`src/rtl/xbar_pkg.sv`:
```
// Shared types, default configuration and control-word packing for the crossbar
// route initiator.
package xbar_pkg;

  localparam int DEF_N_INPUTS          = 2;
  localparam int DEF_N_OUTPUTS         = 2;
  localparam int DEF_CONTROL_BIT_WIDTH = 42;
  localparam int DEF_CNT_W             = 8;

  localparam int IW     = $clog2(DEF_N_INPUTS);
  localparam int OW     = $clog2(DEF_N_OUTPUTS);
  localparam int REQ_W  = IW + OW + DEF_CNT_W;
  localparam int RESP_W = 1 + IW + OW;

  // Widest control word pack_control can build; callers size-cast the result.
  localparam int MAX_CW = 256;

  typedef enum logic [1:0] {
    IDLE   = 2'd0,
    ISSUE  = 2'd1,
    ACTIVE = 2'd2,
    RESP   = 2'd3
  } state_t;

  typedef struct packed {
    logic [IW-1:0]        in_sel;
    logic [OW-1:0]        out_sel;
    logic [DEF_CNT_W-1:0] count;
  } route_req_t;

  typedef struct packed {
    logic          err;
    logic [IW-1:0] in_sel;
    logic [OW-1:0] out_sel;
  } route_resp_t;

  // in_sel lands in the top iw bits, out_sel directly below it, and the rest is zero.
  function automatic logic [MAX_CW-1:0] pack_control(
    input int unsigned cw,
    input int unsigned iw,
    input int unsigned ow,
    input logic [31:0] in_sel,
    input logic [31:0] out_sel
  );
    logic [MAX_CW-1:0] in_part;
    logic [MAX_CW-1:0] out_part;
    in_part  = MAX_CW'(in_sel & ((32'd1 << iw) - 32'd1));
    out_part = MAX_CW'(out_sel & ((32'd1 << ow) - 32'd1));
    return (in_part << (cw - iw)) | (out_part << (cw - iw - ow));
  endfunction

endpackage

```
`src/rtl/xbar_route_counter.sv`:
```
// Loadable down-counter that tracks the packets still owed on the current route.
module xbar_route_counter #(
  parameter int W = 8
) (
  input  logic         clk,
  input  logic         reset,
  input  logic         load,
  input  logic [W-1:0] load_val,
  input  logic         dec,
  output logic         is_zero,
  output logic         is_one
);

  logic [W-1:0] count_reg;

  always_ff @(posedge clk) begin
    if (reset) begin
      count_reg <= '0;
    end else if (load) begin
      count_reg <= load_val;
    end else if (dec && (count_reg != '0)) begin
      count_reg <= count_reg - W'(1);
    end
  end

  assign is_zero = (count_reg == '0);
  assign is_one  = (count_reg == W'(1));

endmodule

```
`src/rtl/xbar_route_initiator.sv`:
```
// Route initiator: accepts one route request, issues the crossbar control word,
// counts the routed packets and returns a completion or error response.
module xbar_route_initiator
  import xbar_pkg::*;
#(
  parameter int N_INPUTS          = DEF_N_INPUTS,
  parameter int N_OUTPUTS         = DEF_N_OUTPUTS,
  parameter int CONTROL_BIT_WIDTH = DEF_CONTROL_BIT_WIDTH,
  parameter int CNT_W             = DEF_CNT_W,
  localparam int SEL_IW     = $clog2(N_INPUTS),
  localparam int SEL_OW     = $clog2(N_OUTPUTS),
  localparam int SEL_REQ_W  = SEL_IW + SEL_OW + CNT_W,
  localparam int SEL_RESP_W = 1 + SEL_IW + SEL_OW
) (
  input  logic                         clk,
  input  logic                         reset,
  input  logic [SEL_REQ_W-1:0]         req_msg,
  input  logic                         req_val,
  output logic                         req_rdy,
  output logic [CONTROL_BIT_WIDTH-1:0] control,
  output logic                         control_val,
  input  logic                         control_rdy,
  input  logic                         xfer_fire,
  output logic [SEL_RESP_W-1:0]        resp_msg,
  output logic                         resp_val,
  input  logic                         resp_rdy,
  output logic                         busy
);

  logic [SEL_IW-1:0] req_in;
  logic [SEL_OW-1:0] req_out;
  logic [CNT_W-1:0]  req_count;
  logic              req_bad;
  logic [CONTROL_BIT_WIDTH-1:0] ctrl_word;

  assign req_in    = req_msg[SEL_REQ_W-1 -: SEL_IW];
  assign req_out   = req_msg[SEL_REQ_W-1-SEL_IW -: SEL_OW];
  assign req_count = req_msg[CNT_W-1:0];
  assign req_bad   = (32'(req_in) >= 32'(N_INPUTS)) || (32'(req_out) >= 32'(N_OUTPUTS));
  assign ctrl_word = CONTROL_BIT_WIDTH'(pack_control(CONTROL_BIT_WIDTH, SEL_IW, SEL_OW,
                                                     32'(req_in), 32'(req_out)));

  state_t                       state_reg;
  logic                         req_rdy_reg;
  logic [CONTROL_BIT_WIDTH-1:0] control_reg;
  logic                         control_val_reg;
  logic [SEL_RESP_W-1:0]        resp_msg_reg;
  logic                         resp_val_reg;
  logic                         busy_reg;
  logic                         err_reg;
  logic [SEL_IW-1:0]            in_reg;
  logic [SEL_OW-1:0]            out_reg;

  logic cnt_load;
  logic cnt_dec;
  logic cnt_zero;
  logic cnt_one;

  assign cnt_load = (state_reg == IDLE) && req_val;
  assign cnt_dec  = (state_reg == ACTIVE) && xfer_fire;

  xbar_route_counter #(
    .W(CNT_W)
  ) u_counter (
    .clk      (clk),
    .reset    (reset),
    .load     (cnt_load),
    .load_val (req_count),
    .dec      (cnt_dec),
    .is_zero  (cnt_zero),
    .is_one   (cnt_one)
  );

  always_ff @(posedge clk) begin
    if (reset) begin
      state_reg       <= IDLE;
      req_rdy_reg     <= 1'b1;
      control_reg     <= '0;
      control_val_reg <= 1'b0;
      resp_msg_reg    <= '0;
      resp_val_reg    <= 1'b0;
      busy_reg        <= 1'b0;
      err_reg         <= 1'b0;
      in_reg          <= '0;
      out_reg         <= '0;
    end else begin
      case (state_reg)
        IDLE: begin
          if (req_val) begin
            in_reg      <= req_in;
            out_reg     <= req_out;
            req_rdy_reg <= 1'b0;
            busy_reg    <= 1'b1;
            if (req_bad) begin
              // Illegal route: answer with an error and never touch the crossbar.
              err_reg      <= 1'b1;
              state_reg    <= RESP;
              resp_val_reg <= 1'b1;
              resp_msg_reg <= {1'b1, req_in, req_out};
            end else begin
              err_reg         <= 1'b0;
              state_reg       <= ISSUE;
              control_val_reg <= 1'b1;
              control_reg     <= ctrl_word;
            end
          end
        end
        ISSUE: begin
          if (control_rdy) begin
            control_val_reg <= 1'b0;
            control_reg     <= '0;
            if (cnt_zero) begin
              state_reg    <= RESP;
              resp_val_reg <= 1'b1;
              resp_msg_reg <= {err_reg, in_reg, out_reg};
            end else begin
              state_reg <= ACTIVE;
            end
          end
        end
        ACTIVE: begin
          if (xfer_fire && cnt_one) begin
            state_reg    <= RESP;
            resp_val_reg <= 1'b1;
            resp_msg_reg <= {err_reg, in_reg, out_reg};
          end
        end
        RESP: begin
          if (resp_rdy) begin
            state_reg    <= IDLE;
            resp_val_reg <= 1'b0;
            resp_msg_reg <= '0;
            req_rdy_reg  <= 1'b1;
            busy_reg     <= 1'b0;
          end
        end
        default: state_reg <= IDLE;
      endcase
    end
  end

  assign req_rdy     = req_rdy_reg;
  assign control     = control_reg;
  assign control_val = control_val_reg;
  assign resp_msg    = resp_msg_reg;
  assign resp_val    = resp_val_reg;
  assign busy        = busy_reg;

endmodule
```
`config.mk`:
```
export PLATFORM = sky130hd
export DESIGN_NAME = xbar_route_initiator
export DESIGN_NICKNAME = d
export VERILOG_FILES = /design/src/rtl/xbar_pkg.sv /design/src/rtl/xbar_route_counter.sv /design/src/rtl/xbar_route_initiator.sv
export SDC_FILE = /design/constraint.sdc
export NUM_CORES = 1
export LEC_CHECK = 0
export CORE_MARGIN = 1
export CORE_UTILIZATION = 42
export DETAILED_ROUTE_END_ITERATION = 12
export GPL_TIMING_DRIVEN = 0
export PLACE_DENSITY = 0.89
export SETUP_SLACK_MARGIN = 0.5
export SYNTH_ARGS = -nofsm -noshare
export SYNTH_HDL_FRONTEND = slang
export SYNTH_SLANG_ARGS = --single-unit
```
`constraint.sdc`:
```
create_clock -name clk -period 2.3 [get_ports clk]
set_input_delay 0.69 -clock clk [delete_from_list [all_inputs] [get_ports clk]]
set_output_delay 0.69 -clock clk [all_outputs]
set_load 0.01 [all_outputs]
```
==> results.py <==
metrics = {
    "layout": {
        "nets": 273,
        "num-fill-cells": 280,
        "largest_reg_flops": 8,
        "layout-drive-gt1-share_pct": 35.7,
        "n_antenna_cell": 0,
        "areaGrowthSynthToFinish_pct": 46.4,
    },
    "detailed_routing": {
        "antenna_left": 0,
        "avgRoutedWirePerCell_um": 11.3,
        "routed-via-count": 1310,
        "totalWireLength_mm": 3.33,
        "drt_iter0_markers": 43,
        "drc": 0,
        "viasPerCell": 4.44,
        "dr.pass1.iters": 4,
    },
    "worst_setup_path": {
        "slowest_delay_ps": 380,
        "r2r_slack_ps": 480,
        "reg2reg_from": "u_counter.count_reg[6]",
        "crit_slowest_cell": "dfxtp_4",
        "reg2regPathDepth": 5,
        "criticalPathCategory": "reg2reg",
        "crit_path_start_kind": "flip-flop",
        "crit_top_cell": "nor4_4",
        "cp_cell_sequence": "nor4_4, buf_4, a41oi_4, nor4_4, mux2_4",
        "endpoint": "resp_val",
        "critPathCaptureType": "flip-flop",
        "crit_path_max_fanout": 4,
        "r2r-end": "resp_val",
        "critPathArrivalTime_ps": 2040,
        "startpoint": "u_counter.count_reg[6]",
        "crit_required_ps": 2520,
    },
    "yosys": {
        "synth-seq-cells": 20,
        "synth-main-ff-cell": "dfxtp_1",
        "syn_inst": 170,
        "synthDistinctLibCells": 38,
        "yosysTopAreaCellShare_pct": 27.4,
        "synth_common_cells": "buf_4 (41), dfxtp_1 (20), nor2_1 (18), a21oi_1 (11), a211oi_1 (10)",
        "synth_edf_count": 0,
        "yosys_warnings": 0,
        "syn_area_mm2": 0.00146,
        "seq_area_frac_synth_pct": 27.4,
        "synth_area_leader_cell": "dfxtp_1",
        "synthArstFlopShare_pct": 0,
        "ys_top_cells_by_area": "dfxtp_1 (27%), buf_4 (21%), ha_1 (6.0%)",
        "synth_area_per_cell_um2": 8.58,
        "synth_most_common_cell": "buf_4",
    },
    "power": {
        "p_per_area_mw_per_mm2": 1000,
        "vdd_drop_max_uv": 680,
        "p_leak_nw": 1.00,
        "p_total_mw": 2.14,
    },
    "grt": {
        "track_usage_pct": 17.5,
        "overflow": 0,
        "grt_start_max_net_pins": 13,
        "grt_pass1_vias": 1096,
        "antenna_found_initial": 0,
        "grt_pass1_wl_mm": 4.78,
    },
    "sta": {
        "hold_viol": 0,
        "period_minus_slack_ps": 1820,
        "clock.fmax_ghz": 0.549,
        "finalHoldWorstSlack_ps": 481,
        "rsz0062_at_grt": "yes",
        "post-route-period-util_pct": 79.2,
        "fin_ws_ps": 478,
        "skew_ps": 8.28,
        "report.final.setup_viol": 0,
        "drv_slew": 0,
    },
    "clock_tree": {
        "cts_max_level": 1,
        "clock_path_buffers": 2,
        "ctsHoldBuffers": 0,
        "cts_made_buffers": 3,
        "cts-root-buf": "clkbuf_4",
        "insertion_delay_ps": 310,
        "path_clk_slew_ps": 120,
        "numClockSinks": 20,
        "cts_tree": "done",
    },
    "floorplan": {
        "start_util_pct": 43.7,
        "ios": 65,
        "die_w_um": 60.9,
        "die_h_um": 60.9,
        "placeableCoreArea_mm2": 0.00334,
        "num_rows": 21,
        "die_area_mm2": 0.00371,
    },
    "placement": {
        "finalWeightedCongestion": 0.758,
        "portBuffers": 23,
        "hpwl_mm": 2.19,
        "dpl_worst_slack_ps": -131,
    },
    "hold_path": {
        "hold_class": "reg2reg",
    },
    "flow_run": {
        "max_cap_viol_count": 0,
    },
    "run_status": {
        "status": "complete, no violations",
    },
}
area by class of cell:
| type | count | area [um^2] | area share [%] |
|---|---|---|---|
| plain buffers | 45 | 330 | 15.5 |
| clock buffers | 3 | 22.5 | 1.05 |
| clock inverters | 1 | 30.0 | 1.41 |
| inverters | 7 | 26.3 | 1.23 |
| multi-input cells | 138 | 948 | 44.4 |
| flip-flops and latches | 20 | 413 | 19.3 |
| well taps | 46 | 57.6 | 2.69 |
| repair buffers | 35 | 308 | 14.4 |
layer usage:
layer	vias to the layer above	track usage (%)	wire length [um]
met5	-	0	0
met3	4	4.90	195
met1	587	19.7	1360
met2	49	33.3	1730
li1	670	-	-
met4	0	2.60	53
critical path: cells and delay by family, from the launching register on:
kind / cells / cell delay [ps]
multiplexers: 1 / 330
AND/OR/NAND/NOR: 2 / 700
flip-flops: 1 / 380
AO/OA/AOI/OAI: 1 / 130
buffers and inverters: 1 / 200
worst min path at each step:
stage / from / endpoint / cells past startpoint
final: resp_msg[1] / resp_msg[1] / 2
after detailed placement: resp_msg[1] / resp_msg[1] / 2
after global routing: resp_msg[1] / resp_msg[1] / 2
after floorplan: in_reg / in_reg / 2
after CTS: resp_msg[1] / resp_msg[1] / 2
after global placement: in_reg / in_reg / 2
through the flow:
| stage | cell area, um^2 | setup TNS [ps] | std cells | util (%) |
|---|---|---|---|---|
| after global routing | 2140 | 0 | 295 | 64.0 |
| after floorplan | 1620 | 0 | 210 | - |
| after detailed placement | 1910 | -442 | 279 | 57.3 |
| after CTS | 2040 | 0 | 289 | 61.3 |
| after global placement | 1910 | -253 | 279 | 57.3 |
| final | 2140 | 0 | 295 | 64.0 |
power by group:
part           switching (mW)  internal, mW
logic                   0.653         0.626
clock network           0.117         0.176
registers               0.103         0.463
layout by cell type (no fill, tap or decap), types with 2 or more instances in the layout:
cell type / count
buf_4: 53
conb_1: 41
nor2_1: 18
dfxtp_1: 12
clkdlybuf4s50_1: 12
a21oi_1: 11
dlygate4sd2_1: 10
a211oi_1: 9
dfxtp_2: 7
inv_1: 6
nand3_1: 5
xnor2_1: 5
ha_1: 5
clkbuf_4: 4
nand2_1: 4
clkbuf_2: 3
nand2b_1: 3
mux2i_1: 3
or2_2: 2
a22oi_1: 2
nor2b_1: 2
nor4_4: 2
or3b_2: 2
cells by family after synthesis:
logic type,count (synthesis),synth area share (%)
xor gates and xnor gates,5,3.00
DFF,20,27.4
buffers and inverters,52,23.9
other,1,0.257
and+or+nand+nor,48,19.9
AOI/OAI and AO/OA,33,16.6
muxes,4,2.83
adders and majority gates,7,6.00
timing repair:
item	4_1_cts	5_1_grt
setup endpoints to repair	26	10
hold endpoints to repair	0	0
pin swaps	4	5
resized for setup	31	10
setup buffers	6	6
No activity file was read; power rests on OpenSTA's default activity.
